==> src/rtl/spi_slave_core.sv <==
`timescale 1ns/1ps
`default_nettype none
// +--------------------------------------------------------------------------+
// | Module   : spi_slave_core                                                |
// | Purpose  : SPI slave, all four modes, selectable bit order; sclk/cs/mosi0|
// |            oversampled on pclk. Define SPI_SLAVE_OVERRUN_EN for a sticky |
// |            overrun flag with overrun/overrun_clr ports.                  |
// | Revision : 1.0  initial release                                          |
// +--------------------------------------------------------------------------+
module spi_slave_core #(
    parameter int DATA_WIDTH  = 8,
    parameter int SYNC_STAGES = 2
) (
    input  logic                  pclk,
    input  logic                  areset,
    input  logic                  cpol,
    input  logic                  cpha,
    input  logic                  msb_first,
    input  logic                  sclk,
    input  logic                  cs,
    input  logic                  mosi0,
    output logic                  miso0,
    output logic                  miso_oe,
    input  logic [DATA_WIDTH-1:0] tx_data,
    input  logic                  tx_valid,
    output logic                  tx_ready,
    output logic [DATA_WIDTH-1:0] rx_data,
    output logic                  rx_valid,
    input  logic                  rx_ready
`ifdef SPI_SLAVE_OVERRUN_EN
   ,output logic                  overrun,
    input  logic                  overrun_clr
`endif
);

    localparam int                 c_cnt_w     = $clog2(DATA_WIDTH + 1);
    localparam logic [c_cnt_w-1:0] c_full      = c_cnt_w'(DATA_WIDTH);
    localparam logic [c_cnt_w-1:0] c_one       = c_cnt_w'(1);
    localparam logic [0:0]         c_st_idle   = 1'b0;
    localparam logic [0:0]         c_st_active = 1'b1;

    // The tx shift register always emits from its MSB; LSB-first words are
    // bit-reversed on load so a single left shift serves both orders.
    function automatic logic [DATA_WIDTH-1:0] f_order(input logic [DATA_WIDTH-1:0] d,
                                                      input logic                  msbf);
        logic [DATA_WIDTH-1:0] v;
        for (int i = 0; i < DATA_WIDTH; i++) begin
            v[i] = msbf ? d[i] : d[DATA_WIDTH-1-i];
        end
        return v;
    endfunction

    logic [2:0]            r_sync [SYNC_STAGES];
    logic                  r_sclk_d;
    logic                  r_cs_d;
    logic [0:0]            r_state;
    logic                  r_cpol;
    logic                  r_cpha;
    logic                  r_msb_first;
    logic [c_cnt_w-1:0]    r_bit_cnt;
    logic [DATA_WIDTH-1:0] r_tx_sr;
    logic [DATA_WIDTH-1:0] r_rx_sr;
    logic [DATA_WIDTH-1:0] r_rx_data;
    logic                  r_rx_valid;
    logic                  r_tx_ready;
    logic                  r_miso0;
    logic                  r_miso_oe;
`ifdef SPI_SLAVE_OVERRUN_EN
    logic                  r_overrun;
`endif

    logic                  w_sclk_s;
    logic                  w_cs_s;
    logic                  w_mosi_s;
    logic                  w_sclk_rise;
    logic                  w_sclk_fall;
    logic                  w_lead;
    logic                  w_trail;
    logic                  w_sample;
    logic                  w_shift;
    logic                  w_cs_fall;
    logic                  w_cs_rise;
    logic [DATA_WIDTH-1:0] w_load_word;
    logic [DATA_WIDTH-1:0] w_start_sr;
    logic [DATA_WIDTH-1:0] w_reload_sr;

    assign w_sclk_s    = r_sync[SYNC_STAGES-1][2];
    assign w_cs_s      = r_sync[SYNC_STAGES-1][1];
    assign w_mosi_s    = r_sync[SYNC_STAGES-1][0];
    assign w_sclk_rise = w_sclk_s & ~r_sclk_d;
    assign w_sclk_fall = ~w_sclk_s & r_sclk_d;
    assign w_lead      = r_cpol ? w_sclk_fall : w_sclk_rise;
    assign w_trail     = r_cpol ? w_sclk_rise : w_sclk_fall;
    assign w_sample    = r_cpha ? w_trail : w_lead;
    assign w_shift     = r_cpha ? w_lead : w_trail;
    assign w_cs_fall   = ~w_cs_s & r_cs_d;
    assign w_cs_rise   = w_cs_s & ~r_cs_d;
    assign w_load_word = tx_valid ? tx_data : '0;
    assign w_start_sr  = f_order(w_load_word, msb_first);
    assign w_reload_sr = f_order(w_load_word, r_msb_first);

    always_ff @(posedge pclk) begin
        if (areset) begin
            for (int i = 0; i < SYNC_STAGES; i++) begin
                r_sync[i] <= '0;
            end
            r_sclk_d    <= 1'b0;
            r_cs_d      <= 1'b0;
            r_state     <= c_st_idle;
            r_cpol      <= 1'b0;
            r_cpha      <= 1'b0;
            r_msb_first <= 1'b0;
            r_bit_cnt   <= '0;
            r_tx_sr     <= '0;
            r_rx_sr     <= '0;
            r_rx_data   <= '0;
            r_rx_valid  <= 1'b0;
            r_tx_ready  <= 1'b0;
            r_miso0     <= 1'b0;
            r_miso_oe   <= 1'b0;
`ifdef SPI_SLAVE_OVERRUN_EN
            r_overrun   <= 1'b0;
`endif
        end else begin
            r_sync[0] <= {sclk, cs, mosi0};
            for (int i = 1; i < SYNC_STAGES; i++) begin
                r_sync[i] <= r_sync[i-1];
            end
            r_sclk_d   <= w_sclk_s;
            r_cs_d     <= w_cs_s;
            r_tx_ready <= 1'b0;
`ifdef SPI_SLAVE_OVERRUN_EN
            if (overrun_clr) begin
                r_overrun <= 1'b0;
            end
`endif
            if (r_rx_valid && rx_ready) begin
                r_rx_valid <= 1'b0;
            end
            case (r_state)
                c_st_idle: begin
                    if (w_cs_fall) begin
                        r_state     <= c_st_active;
                        r_cpol      <= cpol;
                        r_cpha      <= cpha;
                        r_msb_first <= msb_first;
                        r_tx_sr     <= w_start_sr;
                        r_miso0     <= w_start_sr[DATA_WIDTH-1];
                        r_miso_oe   <= 1'b1;
                        r_tx_ready  <= tx_valid;
                        r_bit_cnt   <= '0;
                    end
                end
                c_st_active: begin
                    if (w_cs_rise) begin
                        r_state   <= c_st_idle;
                        r_miso0   <= 1'b0;
                        r_miso_oe <= 1'b0;
                        r_bit_cnt <= '0;
                    end else if (r_bit_cnt == c_full) begin
                        r_rx_data  <= r_rx_sr;
                        r_rx_valid <= 1'b1;
`ifdef SPI_SLAVE_OVERRUN_EN
                        if (r_rx_valid && !rx_ready) begin
                            r_overrun <= 1'b1;
                        end
`endif
                        r_bit_cnt  <= '0;
                        r_tx_sr    <= w_reload_sr;
                        r_miso0    <= w_reload_sr[DATA_WIDTH-1];
                        r_tx_ready <= tx_valid;
                    end else begin
                        if (w_sample) begin
                            r_rx_sr   <= r_msb_first ? {r_rx_sr[DATA_WIDTH-2:0], w_mosi_s}
                                                     : {w_mosi_s, r_rx_sr[DATA_WIDTH-1:1]};
                            r_bit_cnt <= r_bit_cnt + c_one;
                        end
                        // A shift edge seen with an empty counter precedes the
                        // word's first sample: the first bit is already out.
                        if (w_shift && (r_bit_cnt != '0)) begin
                            r_tx_sr <= {r_tx_sr[DATA_WIDTH-2:0], 1'b0};
                            r_miso0 <= r_tx_sr[DATA_WIDTH-2];
                        end
                    end
                end
                default: begin
                    r_state   <= c_st_idle;
                    r_miso0   <= 1'b0;
                    r_miso_oe <= 1'b0;
                end
            endcase
        end
    end

    assign miso0    = r_miso0;
    assign miso_oe  = r_miso_oe;
    assign tx_ready = r_tx_ready;
    assign rx_data  = r_rx_data;
    assign rx_valid = r_rx_valid;
`ifdef SPI_SLAVE_OVERRUN_EN
    assign overrun  = r_overrun;
`endif

endmodule
`default_nettype wire

==> config.mk <==
export PLATFORM = sky130hd
export DESIGN_NAME = spi_slave_core
export DESIGN_NICKNAME = d
export VERILOG_FILES = /design/src/rtl/spi_slave_core.sv
export SDC_FILE = /design/constraint.sdc
export NUM_CORES = 1
export LEC_CHECK = 0
export ABC_CLOCK_PERIOD_IN_PS = 2800
export BUFFER_PORTS_ARGS = -buffer_cell sky130_fd_sc_hd__buf_2
export CAP_MARGIN = 10
export CORE_MARGIN = 1.5
export CORE_UTILIZATION = 57
export CTS_CLUSTER_DIAMETER = 150
export DETAILED_ROUTE_END_ITERATION = 10
export PLACE_DENSITY = 0.79
export REMOVE_ABC_BUFFERS = 1
export SLEW_MARGIN = 20
export SYNTH_ARGS = -nofsm -noshare
export SYNTH_HDL_FRONTEND = slang
export SYNTH_SLANG_ARGS = --single-unit
==> constraint.sdc <==
create_clock -name pclk -period 2.8 [get_ports pclk]
set_input_delay 0.84 -clock pclk [delete_from_list [all_inputs] [get_ports pclk]]
set_output_delay 0.84 -clock pclk [all_outputs]
set_load 0.05 [all_outputs]
# ---- Word-level counts from Yosys, hierarchy flattened
# Memory sizes are Yosys's and may differ from the RTL's.
# Index checks and enable logic that the tools add are counted.
dict set report op_classes {
  n_addsub 1
  eq_ne 7
  n_reduce_logical 10
  mux 56
  n_bitwise 13
}
# operator n
set ops {}
lappend ops {{$mux 1} 38}
lappend ops {{$mux 7} 4}
lappend ops {{$mux 4} 4}
lappend ops {{$mux 8} 2}
lappend ops {{$pmux 7 s2} 1}
lappend ops {{$ne 4x1->1 const B} 2}
lappend ops {{$pmux 1 s2} 4}
lappend ops {{$pmux 4 s2} 1}
lappend ops {{$reduce_and 2->1} 4}
lappend ops {{$not 1->1} 7}
lappend ops {{$mux 3} 2}
lappend ops {{$reduce_and 3->1} 2}
lappend ops {{$add 4x1->4 const B} 1}
lappend ops {{$and 1x1->1} 4}
lappend ops {{$eq 4x4->1 const B} 1}
lappend ops {{$ne 2x2->1 const B} 2}
lappend ops {{$reduce_and 4->1} 1}
lappend ops {{$reduce_bool 4->1} 1}
lappend ops {{$ne 3x1->1 const B} 1}
lappend ops {{$logic_and 1x1->1} 2}
lappend ops {{$ne 2x1->1 const B} 1}
lappend ops {{$or 1x1->1} 2}
dict set report totals {
  n_memories 1
  output_inout_bits 12
  in_bits 18
  reg_bits 37
  elab_cells 102
  ramBits 6
}
# memory words word_bits rd rd_ports_with_merged_regs write_ports line
set memory_table {}
lappend memory_table {r_sync 2 3 2 0 2 53} ;# logic [2:0] r_sync [SYNC_STAGES];

# ---- Longest topological paths before layout
# Gate-level depths: netlist (run 1).
# An unclocked memory read counts as a cell.
dict set report depth {
  ltp_word 10
  ltp_mapped 8
  ltp_nobuf 6
}

# ---- Worst setup path after synthesis (run 1)
# Ideal clock, no wire load.
dict set report synth_timing {
  path_kind {input -> register}
  startpoint {in msb_first}
  endpoint {reg r_tx_sr[0]}
  n_path_buf 1
  arrival_time_ps 1865
  slack_ps 813
  path_stages 5
  required_ps 2679
  path_cell_list {clkbuf_1 > mux2i_1 > o32a_1 > nor2_1 > mux2_4}
}
dict set report synth_between {
  elab_chain_cells 3
}
# element line
set synth_rtl {}
lappend synth_rtl {{from (decl)} 18} ;# input logic msb_first,
lappend synth_rtl {{$mux 1} 48} ;# v[i] = msbf ? d[i] : d[DATA_WIDTH-1-i];
lappend synth_rtl {{$mux 7} 142} ;# if (w_cs_fall) begin
lappend synth_rtl {{$pmux 7 s2} 140} ;# case (r_state)
lappend synth_rtl {{to (signal assigned)} 147} ;# r_tx_sr <= w_start_sr;
lappend synth_rtl {{to (signal assigned)} 169} ;# r_tx_sr <= w_reload_sr;
lappend synth_rtl {{to (signal assigned)} 181} ;# r_tx_sr <= {r_tx_sr[DATA_WIDTH-2:0], 1'b0};
lappend synth_rtl {{to (decl)} 61} ;# logic [DATA_WIDTH-1:0] r_tx_sr;
# No other way between the ends. The select of a mux whose other input is x is not followed.
# A chain may end at the register's enable or synchronous reset.

# ---- Worst setup path in the final report (run 1)
dict set report layout_timing {
  startpoint {reg r_bit_cnt[0]}
  endpoint {reg r_miso0, in the netlist miso0}
}
dict set report layout_between {
  elab_chain_cells 4
  word_cells_on_any_way 8
  cone_classes {eq/ne (2); mux (3); reduce/logical (3)}
}
# element line
set layout_rtl {}
lappend layout_rtl {{from (decl)} 60} ;# logic [c_cnt_w-1:0] r_bit_cnt;
lappend layout_rtl {{from (signal assigned)} 176} ;# r_bit_cnt <= r_bit_cnt + c_one;
lappend layout_rtl {{$eq 4x4->1 or $reduce_bool 4->1 (tied branches)} {160, 180}}
lappend layout_rtl {{$mux 1 or $logic_and 1x1->1 (tied branches)} {160, 180}}
lappend layout_rtl {{$mux 1 or $ne 4x1->1 (tied branches)} -}
lappend layout_rtl {{$pmux 1 s2 or $reduce_and 2->1 (tied branches)} -}
lappend layout_rtl {{to (signal assigned)} 148} ;# r_miso0 <= w_start_sr[DATA_WIDTH-1];
lappend layout_rtl {{to (signal assigned)} 170} ;# r_miso0 <= w_reload_sr[DATA_WIDTH-1];
lappend layout_rtl {{to (signal assigned)} 182} ;# r_miso0 <= r_tx_sr[DATA_WIDTH-2];
lappend layout_rtl {{to (decl)} 66} ;# logic r_miso0;
# Several ways; a longest one is shown, not always the timed one.

==> run summary, run 1 <==
sw frac - 0.237
first-pass GRT wire length - 7.42 mm
hold depth - 1
area share of the leading cell type in the synthesized netlist - 0.385
PortBufs - 29
synth unique cells - 40
Layout Cells excl Fill - 311
CP cell instances - inv_1 -> ha_1 -> and3b_1 -> nand3_1 -> buf_4 -> o2bb2a_1 -> a311oi_1
fillers - 317
detailed-route wire length per cell - 14.2 um
Place WS - 0.713 ns
final hold vios - 0
P_leak - 1.05 nW
Setup crit end - miso0
drc violations - 0
Final Worst Setup Slack - 0.677 ns
WP data arrival - 2.34 ns
root buf cell - clkbuf_8
antenna cells - 0
clock transition at the registers of the reported paths - 0.08 ns
die area - 0.00431 mm2
# nets final - 282
H-tree Lvls - 2
Post-CTS Resized - 0
Post-Synth Adder-Cell Area - 0.0112
syn_area_per_cell - 9.48 um2
Tot Pwr - 1.23 mW
layout cells sized above 1 - 0.209
postcts setup bufs - 0
register area - 861 um2
post-route ant nets - 0
Worst-Margin Slew - 0.948 ns
synth-to-layout area growth - 13.0%
minimum clock period - 2.12 ns
switching power - 0.291 mW
dominant cell type by area after synthesis - dfxtp_1
Congestion Overflow GR - 0
Synth Cell Area - 0.00224 mm2
I/O pin cnt - 30
row count - 22
clock power share - 0.394
Compound-Gate Fraction of Synth Area - 0.151
Starting Density - 0.602
top_reg_cell synth - dfxtp_1
pin count of the biggest net entering global routing - 22
fmax - 0.471 GHz
initial antenna violation count - 0
Core Area - 0.00372 mm2
post-synthesis simple-gate area fraction - 0.189
RSZ-0062 raised after global routing - no
reg-to-reg endpoint - miso0
Inserted Clock Buffers - 5
die height - 65.7 um
CP max stage delay - 0.53 ns
first drt pass iteration count - 4
critical path class - register to register
register area share after synthesis - 0.385
clk sinks - 43
R2R Setup Slk - 0.68 ns
combinational power share - 0.094
mux contribution to synthesized area - 0.211
hold_buf cts - 0
Post-Synthesis Cells - 236
GPL Wtd Cong - 0.865
via count - 1782
worst vdd ir - 435 uV
Via density - 5.73
Worst Skew - 0.0117 ns
Worst-Skew Late Latency - 0.30 ns
crit end category - register
status - finished clean
Final Cycle Share - 0.758
critical path required time - 3.02 ns
Worst R2R Start - r_bit_cnt[0]
Hold/Removal Path Class - register to register
Ys Warns - 0
final setup fails - 0
crit-path max FO - 14
Area contributors post-synth - dfxtp_1 38%, mux2i_1 18%, a311oi_1 3.9%
Die Wd - 65.7 um
Crit-path slowest cell - and3b_1
Bufs on Longest Clock Path - 2
final wirelength - 4.40 mm
Final Max Slew Viols - 0
CTS tree - built
total track usage - 0.225
Pint - 0.935 mW
EDFF count, synth - 0
Setup crit start kind - register
largest family of logic cells by synthesized area - multiplexers
Final Util - 0.680
footprint of the multi-input gates - 0.00127 mm2
power per cell area - 485 mW/mm2
total of max-cap violations - 0
Slew headroom - 0.365
setup_tns - 0 ns
DP Wirelength - 2.99 mm
sequential share of power - 0.512
DR iter-0 viols - 114
ys async rst share - 0
placed cells - 303
xor/xnor share of the synthesized area - 0.00727
worst r2r path cells - 7
CP Launch Point - r_bit_cnt[0]
vias in the first global route - 1574
Yosys reg bits - 43
==> state kept, by name (all words and copies together), names as in the netlist <==
signal	cells
miso0	1
r_msb_first	1
rx_valid	1
r_state	1
r_bit_cnt	4
r_rx_sr	8
miso_oe	1
rx_data	8
r_tx_sr	7
r_cs_d	1
tx_ready	1
r_cpha	1
r_cpol	1
r_sclk_d	1
r_sync	6
==> worst min path at each step <==
| stage | slack, ns | start | end |
|---|---|---|---|
| after global routing | 0.47 | r_sync[0][0] | r_sync[0][3] |
| final | 0.44 | r_sync[0][2] | r_sync[0][5] |
| after CTS | 0.44 | r_sync[0][0] | r_sync[0][3] |
| after detailed placement | 0.42 | r_sync[0][0] | r_sync[0][3] |
| after global placement | 0.42 | r_sync[0][2] | r_sync[0][5] |
| after floorplan | 0.41 | r_sync[0][0] | r_sync[0][3] |
==> stage by stage <==
step                      instance area (um2)  hold slack [ns]
after floorplan                          2150            0.414
after global placement                   2420            0.417
after detailed placement                 2420            0.425
after CTS                                2530            0.443
after global routing                     2530            0.467
final                                    2530            0.440
==> routing by layer <==
metal,global-route usage,share of wire,vias to the layer above
met5,0,0,-
met4,0.112,0.016,0
li1,-,-,902
met3,0.0497,0.042,6
met1,0.317,0.49,832
met2,0.323,0.45,42
==> cell usage after synthesis, types with 2 or more instances <==
cell type / n
nand2b_1: 13
nand2_1: 9
buf_2: 7
a311oi_1: 10
nand3_1: 5
dfxtp_1: 43
mux2i_1: 41
nor2_1: 16
nor2b_1: 12
o32a_1: 2
o22ai_1: 6
inv_1: 4
o21bai_1: 6
mux2_2: 3
nor3_2: 2
ha_1: 2
or3_1: 2
nor3_1: 8
o21ai_0: 4
nand4b_1: 2
a21oi_1: 12
clkbuf_1: 9
==> placed cells by master (no fill, tap or decap), types with 6 or more instances in the layout <==
master,instances
dfxtp_1,43
a311oi_1,10
o22ai_1,6
buf_2,29
a21oi_1,12
buf_4,8
nor3_1,8
nor2_1,16
nand2_1,9
nor2b_1,12
o21bai_1,6
mux2i_1,41
nand2b_1,13
==> area by class of cell <==
| cell class | count | share of cell area |
|---|---|---|
| Clock buffer | 5 | 0.0272 |
| Clock inverter | 3 | 0.0173 |
| Inverter | 4 | 0.00594 |
| Multi-Input combinational cell | 171 | 0.504 |
| Sequential cell | 43 | 0.340 |
| Tap cell | 48 | 0.0238 |
| Timing Repair Buffer | 37 | 0.0811 |
==> power groups by stage <==
| stage | clock network [mW] | logic, mW | registers (mW) |
|---|---|---|---|
| floorplan | 0 | 0.0584 | 0.650 |
| global placement | 0 | 0.112 | 0.641 |
| detailed placement | 0 | 0.114 | 0.642 |
| CTS | 0.497 | 0.114 | 0.627 |
| global route | 0.515 | 0.126 | 0.629 |
| finish | 0.483 | 0.115 | 0.627 |
==> worst max-delay path: cells and delay by family, from the launching register on <==
family / cells / cell delay (ns)
compound gates: 2 / 0.55
fa+ha+maj: 1 / 0.17
buf+inv: 2 / 0.31
flops: 1 / 0.35
simple gates: 2 / 0.66
==> cell families (layout without fill, tap and decap cells) <==
group                    count (synthesis)  count (layout)
XOR/XNOR                                 1               1
adder cells (fa/ha/maj)                  2               2
multiplexers                            46              46
AO/OA/AOI/OAI                           46              46
buffers and inverters                   22              49
flip-flops                              43              43
AND/OR/NAND/NOR                         76              76
No activity file was read; power rests on OpenSTA's default activity.
==> run 2: changes to the inputs <==
Settings changed: ABC_AREA from default to 1, ABC_CLOCK_PERIOD_IN_PS 2800 to 1800, CORE_UTILIZATION 57 to 51, PLACE_DENSITY 0.79 to 0.75.
Clock period 2.8 ns to 1.8 ns, I/O delays scaled along.
==> run summary, run 2 <==
status - finished clean
die height - 68.7 um
antenna cells - 0
detailed-route wire length per cell - 10.6 um
Synth top cells by count - 69 x nand2_1, 45 x nand3_1, 43 x dfxtp_1, 38 x inv_1, 36 x nor2_1
commonest non-fill, non-tap cell in the layout - nand2_1
Final Worst Setup Slack - 0.221 ns
sw frac - 0.253
synth unique cells - 25
register area share after synthesis - 0.391
Final Max Slew Viols - 0
Die Wd - 68.7 um
clk sinks - 43
power per cell area - 719 mW/mm2
sequential share of power - 0.565
Inserted Clock Buffers - 5
DR iter-0 viols - 113
Worst-Skew Late Latency - 0.29 ns
Area contributors post-synth - dfxtp_1 39%, nand2_1 12%, nand3_1 10%
most frequent cells in the layout - 68 x nand2_1, 45 x nand3_1, 42 x dfxtp_1
# nets final - 376
switching power - 0.444 mW
hold_buf cts - 0
pin count of the biggest net entering global routing - 30
Via density - 5.04
R2R Setup Slk - 0.22 ns
GPL Wtd Cong - 0.831
final setup fails - 0
area share of the leading cell type in the synthesized netlist - 0.391
Ys Warns - 0
CP max stage delay - 0.36 ns
top_reg_cell synth - dfxtp_1
reg-to-reg endpoint - r_rx_sr[1]
syn_area_per_cell - 6.65 um2
Post-Synthesis Cells - 331
crit end category - register
die area - 0.00472 mm2
fillers - 412
critical path class - register to register
P_leak - 1.10 nW
synth-to-layout area growth - 10.9%
Yosys reg bits - 43
Pint - 1.31 mW
combinational power share - 0.120
Setup crit end - r_rx_sr[1]
row count - 23
Final Cycle Share - 0.877
total of max-cap violations - 0
Crit-path slowest cell - dfxtp_2
most common cell in the netlist - nand2_1
Place WS - 0.128 ns
Setup crit start kind - register
Worst R2R Start - r_bit_cnt[0]
total track usage - 0.206
worst vdd ir - 595 uV
vias in the first global route - 1717
Bufs on Longest Clock Path - 2
CP Launch Point - r_bit_cnt[0]
Worst Skew - 0.00854 ns
Final Util - 0.597
dominant cell type by area after synthesis - dfxtp_1
clock power share - 0.315
root buf cell - clkbuf_8
drc violations - 0
CP cell instances - inv_1 -> ha_1 -> nand3_4 -> inv_1 -> nor2_2 -> nand3_4 -> o21ai_0 -> a21oi_1
Starting Density - 0.539
initial antenna violation count - 0
DP Wirelength - 3.11 mm
final wirelength - 4.30 mm
minimum clock period - 1.58 ns
clock transition at the registers of the reported paths - 0.07 ns
setup_tns - 0 ns
critical path required time - 1.98 ns
ys async rst share - 0
post-route ant nets - 0
first-pass GRT wire length - 7.33 mm
final hold vios - 0
fmax - 0.633 GHz
Core Area - 0.00409 mm2
WP data arrival - 1.76 ns
Synth Cell Area - 0.00220 mm2
I/O pin cnt - 30
Worst-Margin Slew - 0.432 ns
first drt pass iteration count - 5
Slew headroom - 0.711
EDFF count, synth - 0
Hold WS - 0.408 ns
PortBufs - 29
layout cells sized above 1 - 0.152
H-tree Lvls - 2
via count - 2040
CTS tree - built
crit-path max FO - 14
RSZ-0062 raised after global routing - no
Congestion Overflow GR - 0
worst r2r path cells - 8
Hold/Removal Path Class - register to register
## run 2: changes by cell type after synthesis, moves of 13 or more
cell      previous run  this run
nand2_1              9        69
mux2i_1             41         1
nand3_1              5        45
inv_1                4        38
a21oi_1             12        34
o21ai_0              4        26
nor2_1              16        36
nand2b_1            13         0
## run 2: logic make-up after synthesis
logic type / after synthesis / share of synthesized area
DFF: 43 / 0.391
xor gates and xnor gates: 2 / 0.00796
buffers and inverters: 56 / 0.107
muxes: 1 / 0.00455
AOI/OAI and AO/OA: 65 / 0.150
adders and majority gates: 2 / 0.0114
and+or+nand+nor: 162 / 0.329
## run 2: worst max-delay path, delay by kind of cell (launching register included)
| kind | cells | cell delay, ns |
|---|---|---|
| adder cells (fa/ha/maj) | 1 | 0.23 |
| AND/OR/NAND/NOR | 3 | 0.49 |
| AO/OA/AOI/OAI | 2 | 0.26 |
| buffers and inverters | 2 | 0.11 |
| flip-flops | 1 | 0.36 |
## run 2: repair_timing
| action | 4_1_cts | 5_1_grt |
|---|---|---|
| setup buffers | 0 | 0 |
| setup endpoints to repair | 0 | 8 |
| gates resized for setup | 0 | 3 |
## run 2: cell type report
class / instances / area, um2 / area share
clock buffer: 6 / 72.6 / 0.0297
inverter: 41 / 154 / 0.0630
multi-input combinational: 232 / 1110 / 0.457
sequential: 43 / 862 / 0.353
tap: 50 / 62.6 / 0.0256
timing repair buffer: 33 / 175 / 0.0718
## run 2: stage by stage
stage | total power [mW] | instance area (um2) | instances
5_1_grt | 1.85 | 2440 | 405
2_1_floorplan | 1.15 | 2120 | 316
3_5_place_dp | 1.22 | 2360 | 399
6_report | 1.76 | 2440 | 405
4_1_cts | 1.78 | 2430 | 405
3_3_place_gp | 1.22 | 2360 | 399
## run 2: metal layers
metal | wire [um] | global-route usage | part of all wire
met5 | 0 | 0 | 0
met4 | 47 | 0.0662 | 0.011
met3 | 222 | 0.0552 | 0.052
met2 | 1870 | 0.338 | 0.43
met1 | 2160 | 0.262 | 0.50
## run 2: worst min-delay path by stage
stage,startpoint,endpoint,slack (ns),cells past startpoint
final,r_sync[0][2],r_sync[0][5],0.41,2
after global routing,r_sync[0][2],r_sync[0][5],0.43,2
after CTS,r_sync[0][2],r_sync[0][5],0.41,2
after detailed placement,r_sync[0][2],r_sync[0][5],0.40,2
after global placement,r_sync[0][2],r_sync[0][5],0.39,2
after floorplan,r_sync[0][0],r_sync[0][3],0.39,2
## run 2: power groups by stage
stage	clock network, mW	registers [mW]	logic, mW
detailed placement	0	1.01	0.209
floorplan	0	1.02	0.133
global placement	0	1.01	0.205
finish	0.553	0.992	0.210
global route	0.611	0.995	0.243
CTS	0.575	0.992	0.210
